$ cat config.mk
export PLATFORM = sky130hd
export DESIGN_NAME = pdm_out_multi
export DESIGN_NICKNAME = d
export VERILOG_FILES = /design/src/rtl/pdm_out_multi.sv
export SDC_FILE = /design/constraint.sdc
export NUM_CORES = 1
export LEC_CHECK = 0
export BUFFER_PORTS_ARGS = -buffer_cell sky130_fd_sc_hd__buf_2
export CAP_MARGIN = 20
export CELL_PAD_IN_SITES_DETAIL_PLACEMENT = 1
export CELL_PAD_IN_SITES_GLOBAL_PLACEMENT = 2
export CORE_MARGIN = 10
export CORE_UTILIZATION = 43
export CTS_CLUSTER_DIAMETER = 200
export CTS_CLUSTER_SIZE = 40
export DETAILED_ROUTE_END_ITERATION = 12
export PLACE_DENSITY = 0.87
export SYNTH_ARGS = -nofsm -noshare
export SYNTH_HDL_FRONTEND = slang
export SYNTH_SLANG_ARGS = --single-unit
$ cat constraint.sdc
create_clock -name clk_i -period 5.5 [get_ports clk_i]
set_input_delay 1.1 -clock clk_i [delete_from_list [all_inputs] [get_ports clk_i]]
set_output_delay 1.1 -clock clk_i [all_outputs]
set_load 0.01 [all_outputs]
$ cat src/rtl/pdm_out_multi.sv
// pdm_out_multi: N-channel delta-sigma PDM output stage fed by double-buffered signed PCM frames.
// Build option PDM_SECOND_ORDER_EN swaps the first-order accumulator for a second-order modulator.
module pdm_out_multi #(
    parameter int NUM_CH = 2,
    parameter int DATA_W = 14,
    parameter int DIV_W  = 8
) (
    input  logic                     clk_i,
    input  logic                     rst_i,
    input  logic [NUM_CH*DATA_W-1:0] sample_i,
    input  logic                     valid_i,
    output logic                     ready_o,
    input  logic [DIV_W-1:0]         div_i,
    input  logic [NUM_CH-1:0]        mute_i,
    output logic [NUM_CH-1:0]        pdm_o,
    output logic                     tick_o
);
    // Handshake: a frame transfers on any rising clk_i with valid_i && ready_o high;
    // ready_o is a function of the pending-buffer flag only and never looks at valid_i.

    logic [DIV_W-1:0]         cnt;
    logic                     tick;
    logic                     accept;
    logic                     pending_full;
    logic [NUM_CH*DATA_W-1:0] pending;
    logic [NUM_CH*DATA_W-1:0] active;
    logic [NUM_CH*DATA_W-1:0] src;

    // ">=" rather than "==" so lowering div_i below cnt ticks at once instead of wrapping.
    assign tick    = (cnt >= div_i);
    assign ready_o = ~pending_full;
    assign accept  = valid_i && ready_o;
    // A pending frame becomes active on this tick's edge, so the modulator already uses it here.
    assign src     = pending_full ? pending : active;

    always_ff @(posedge clk_i or posedge rst_i) begin
        if (rst_i) begin
            cnt    <= '0;
            tick_o <= 1'b0;
        end else begin
            cnt    <= tick ? '0 : cnt + 1'b1;
            tick_o <= tick;
        end
    end

    always_ff @(posedge clk_i or posedge rst_i) begin
        if (rst_i) begin
            pending      <= '0;
            active       <= '0;
            pending_full <= 1'b0;
        end else if (tick && pending_full) begin
            active       <= pending;
            pending_full <= 1'b0;
        end else if (accept) begin
            pending      <= sample_i;
            pending_full <= 1'b1;
        end
    end

    for (genvar k = 0; k < NUM_CH; k++) begin : g_ch
        logic signed [DATA_W-1:0] x;
        logic                     bit_q;

        assign x        = src[k*DATA_W +: DATA_W];
        assign pdm_o[k] = bit_q;

`ifdef PDM_SECOND_ORDER_EN
        localparam int IW = DATA_W + 4;
        localparam int SW = DATA_W + 6;
        localparam logic signed [SW-1:0] I_MAX = {{(SW-IW+1){1'b0}}, {(IW-1){1'b1}}};
        localparam logic signed [SW-1:0] I_MIN = {{(SW-IW+1){1'b1}}, {(IW-1){1'b0}}};
        localparam logic signed [SW-1:0] FS    = {{(SW-DATA_W){1'b0}}, 1'b1, {(DATA_W-1){1'b0}}};

        logic signed [IW-1:0] i1;
        logic signed [IW-1:0] i2;
        logic                 y;
        logic signed [SW-1:0] xw;
        logic signed [SW-1:0] fb;
        logic signed [SW-1:0] i1w;
        logic signed [SW-1:0] i2w;
        logic signed [SW-1:0] s1;
        logic signed [SW-1:0] s2;

        function automatic logic signed [IW-1:0] sat(input logic signed [SW-1:0] v);
            if (v > I_MAX) begin
                return I_MAX[IW-1:0];
            end else if (v < I_MIN) begin
                return I_MIN[IW-1:0];
            end
            return v[IW-1:0];
        endfunction

        assign y   = ~i2[IW-1];
        assign xw  = mute_i[k] ? '0 : {{(SW-DATA_W){x[DATA_W-1]}}, x};
        assign fb  = y ? FS : -FS;
        assign i1w = {{(SW-IW){i1[IW-1]}}, i1};
        assign i2w = {{(SW-IW){i2[IW-1]}}, i2};
        // Both sums use the integrator values from before this tick.
        assign s1  = i1w + xw - fb;
        assign s2  = i2w + i1w + xw - (fb <<< 1);

        always_ff @(posedge clk_i or posedge rst_i) begin
            if (rst_i) begin
                i1    <= '0;
                i2    <= '0;
                bit_q <= 1'b0;
            end else if (tick) begin
                i1    <= sat(s1);
                i2    <= sat(s2);
                bit_q <= y;
            end
        end
`else
        logic [DATA_W-1:0] acc;
        logic [DATA_W-1:0] u;
        logic [DATA_W:0]   sum;

        // Offset binary: flipping the sign bit maps -2^(W-1)..2^(W-1)-1 onto 0..2^W-1.
        assign u   = mute_i[k] ? {1'b1, {(DATA_W-1){1'b0}}} : {~x[DATA_W-1], x[DATA_W-2:0]};
        assign sum = {1'b0, acc} + {1'b0, u};

        always_ff @(posedge clk_i or posedge rst_i) begin
            if (rst_i) begin
                acc   <= '0;
                bit_q <= 1'b0;
            end else if (tick) begin
                acc   <= sum[DATA_W-1:0];
                bit_q <= sum[DATA_W];
            end
        end
`endif
    end
endmodule

==> metrics.md <==
| Metric | Value |
|---|---|
| Final Hold Fails | `0` |
| Area of the die | `17,960 um^2` |
| LEAKAGE | `approximately 0.0031 uW` |
| Worst-path fanout max | `32` |
| RSZ-0062 raised after global routing | `no` |
| Area Growth Syn to Fin | `11.57%` |
| Yosys reg bits | `between 90 and 100` |
| GP Congestion | `0.8561` |
| Mean post-synth cell area | `around 11 um^2` |
| Post-synthesis sequential area ratio | `42.97%` |
| Cells after synthesis | `approximately 520` |
| Antenna-violating nets left | `0` |
| Clock Sinks | `96` |
| Setup crit start kind | `register` |
| Num rows | `between 40 and 50` |
| Ant diodes | `0` |
| CP arrival | `3.75 ns` |
| WL/cell | `17.50 um` |
| Period minus WS final | `roughly 3.5 ns` |
| Initial Util | `44.12%` |
| Clk_lat worst skew | `around 0.36 ns` |
| Setup Buffers After CTS | `0` |
| Clock buffer depth | `2` |
| Gr usage total | `between 10 and 15%` |
| CTS tree | `done` |
| Post-synth top flop | `dfrtp_1` |
| DR pass1 iterations | `4` |
| Yosys cell types | `48` |
| CTS clk-pin slew, worst paths | `around 0.070 ns` |
| Post-synth top area cell | `dfrtp_1` |
| Slew Viols, Final | `0` |
| Via count | `just under 4,000` |
| Root cell of the clock tree | `clkbuf_16` |
| Final Net Count | `between 600 and 700` |
| Core area | `12,670 um^2` |
| Area fraction of the dominant cell type after synthesis | `42.97%` |
| Initial DRC Count | `around 180` |
| Hold_buf cts | `0` |
| Max VDD drop | `around 0.29 mV` |
| Routed wire length | `12,830 um` |
| Kind of critical path | `register to register` |
| Asr flop ratio synth | `100.0%` |
| Clock skew | `roughly 0.012 ns` |
| Fill count | `1,414` |
| Final Util | `approximately half` |
| Crit path capture type | `register` |
| Syn nets | `599` |
| DPL Wire Length | `9028 um` |
| H-tree depth | `3` |
| Setup_tns | `0 ns` |
| Tcrit/Tclk final | `between 60 and 70%` |
| DIE HEIGHT | `roughly 130 um` |
| PostCTS Resize Cnt | `0` |
| Headroom to the max-slew limit | `between 30% and 40%` |
| Buffers on Ports | `44` |
| Crit path required time | `roughly 5.7 ns` |
| Status | `finished, final reports clean` |
| Yosys warns | `0` |
| Vias in the first global route | `roughly 4,400` |
| Ports | `45` |
| Grt ovf | `0` |
| Initial antenna violation count | `0` |
| First-pass GRT wire length | `21,760 um` |
| Die width | `~130 um` |
| Largest net degree at the start of global routing | `65` |
| Layout cell share with drive strength beyond 1 | `about a quarter` |
| MaxCap Viol Count | `0` |
| Vias/cell | `5.377` |
| Post-route DRC violation count | `0` |
| Area contributors post-synth | `dfrtp_1 43%, ha_1 8.3%, mux2_2 7.3%` |
| Setup violators final | `0` |
| Post-Syn Area | `5590 um^2` |
| Slew @ Worst Pin | `between 1 and 1.5 ns` |
| Hold crit path type | `register to register` |
| EDFF count, synth | `0` |
| Pwr/cell area | `611.7 nW/um^2` |
| # placed instances | `717` |
| Non-filler instance count after layout | `approximately 730` |
| TritonCTS buffer count | `9` |
| Fmax | `282.4 MHz` |
-- power breakdown --
part / switching (uW) / total [uW] / leakage, uW / internal [uW]
sequential: 292 / 1340 / 0.00116 / 1050
combinational: 931 / 1780 / 0.00183 / 851
clock: 292 / 694 / 0.000157 / 402
-- layer usage --
metal | vias up | wire [um] | part of all wire (%) | GRT usage (%)
met4 | 0 | 118 | 0.92 | 3.567
met1 | 1981 | 5754 | 45 | 17.58
met3 | 9 | 375 | 2.9 | 3.921
li1 | 1918 | - | - | -
met2 | 33 | 6583 | 51 | 25.63
met5 | - | 0 | 0 | 0
-- cells in the mapped netlist, types with 3 or more instances --
library cell,n
dfrtp_1,96
nor2_1,68
ha_1,37
mux2_2,36
nand2_1,36
mux2i_1,28
a21oi_1,23
inv_1,20
mux2_4,20
xor2_1,13
nand3_1,12
nor3_1,12
o21ai_0,12
a21o_1,11
a211oi_1,10
buf_2,9
clkbuf_1,5
nand4_1,5
xnor2_1,5
and3_1,4
and4_1,4
o211ai_1,4
o22ai_1,4
o31ai_1,4
and2_1,3
buf_4,3
o21a_1,3
-- through the flow --
step | area (um^2) | hold slack [ns] | setup slack, ns | total power (uW)
floorplan | 5590 | 0.4453 | 1.895 | 2720
global placement | 5917 | 0.4571 | 1.938 | 3007
detailed placement | 5917 | 0.4681 | 1.892 | 3127
CTS | 6237 | 0.4860 | 1.954 | 3858
global route | 6237 | 0.5149 | 1.676 | 4142
finish | 6237 | 0.4834 | 1.958 | 3816
-- registers in the layout, indices dropped and copies added, names as in the netlist --
register,count
active,28
g_ch.acc,28
pending,28
cnt,8
g_ch.bit_q,2
pending_full,1
tick_o,1
-- placed cells by master, fill, tap and decap left out, types with 19 or more instances in the layout --
master / netlist / final
mux2_4: 20 / 20
mux2_2: 36 / 36
ha_1: 37 / 37
nand2_1: 36 / 36
inv_1: 20 / 19
a21oi_1: 23 / 23
nor2_1: 68 / 68
buf_2: 9 / 44
dfrtp_1: 96 / 95
mux2i_1: 28 / 28
-- path summary, 6_finish.rpt --
path                                       startpoint                     endpoint  slack (ns)  cells after the start
setup / recovery             pending_full$_DFFE_PP0P_  g_ch[0].acc[12]$_DFFE_PP0N_        1.96                      9
hold / removal             g_ch[1].acc[0]$_DFFE_PP0N_   g_ch[1].acc[0]$_DFFE_PP0N_        0.48                      2
setup reg to reg             pending_full$_DFFE_PP0P_  g_ch[0].acc[12]$_DFFE_PP0N_        1.96                      9
hold reg to reg            g_ch[1].acc[0]$_DFFE_PP0N_   g_ch[1].acc[0]$_DFFE_PP0N_        0.48                      2
max in group asynchronous                       rst_i     pending_full$_DFFE_PP0P_        3.64                      3
min in group asynchronous                       rst_i   g_ch[1].acc[2]$_DFFE_PP0N_        0.90                      2
-- critical path, cell delays in order, from the launching register on --
cell and delay, ns:
dfrtp_2 1.05, mux2i_1 0.28, nor2_1 0.07, ha_1 0.21, fa_1 0.42, a21o_1 0.22, a221oi_2 0.41, o211ai_1 0.28
a211oi_1 0.33, o31ai_1 0.12
-- logic make-up after synthesis --
group / after synthesis / synth area share (%)
compound gates: 86 / 10.70
xor+xnor: 18 / 2.820
fa+ha+maj: 39 / 8.997
buf+inv: 41 / 3.827
flops: 96 / 42.97
mux: 84 / 17.64
simple gates: 155 / 13.05
-- layout make-up --
class | instances | area [um^2] | share of cell area [%]
Clock buffer | 10 | 229.0 | 3.671
Inverter | 21 | 86.33 | 1.384
Sequential cell | 96 | 2404 | 38.54
Multi-Input combinational cell | 382 | 2977 | 47.72
Tap cell | 172 | 215.2 | 3.450
Timing Repair Buffer | 46 | 235.2 | 3.771
Clock inverter | 6 | 91.34 | 1.464
Note: power is estimated with default switching activity, not from simulation.
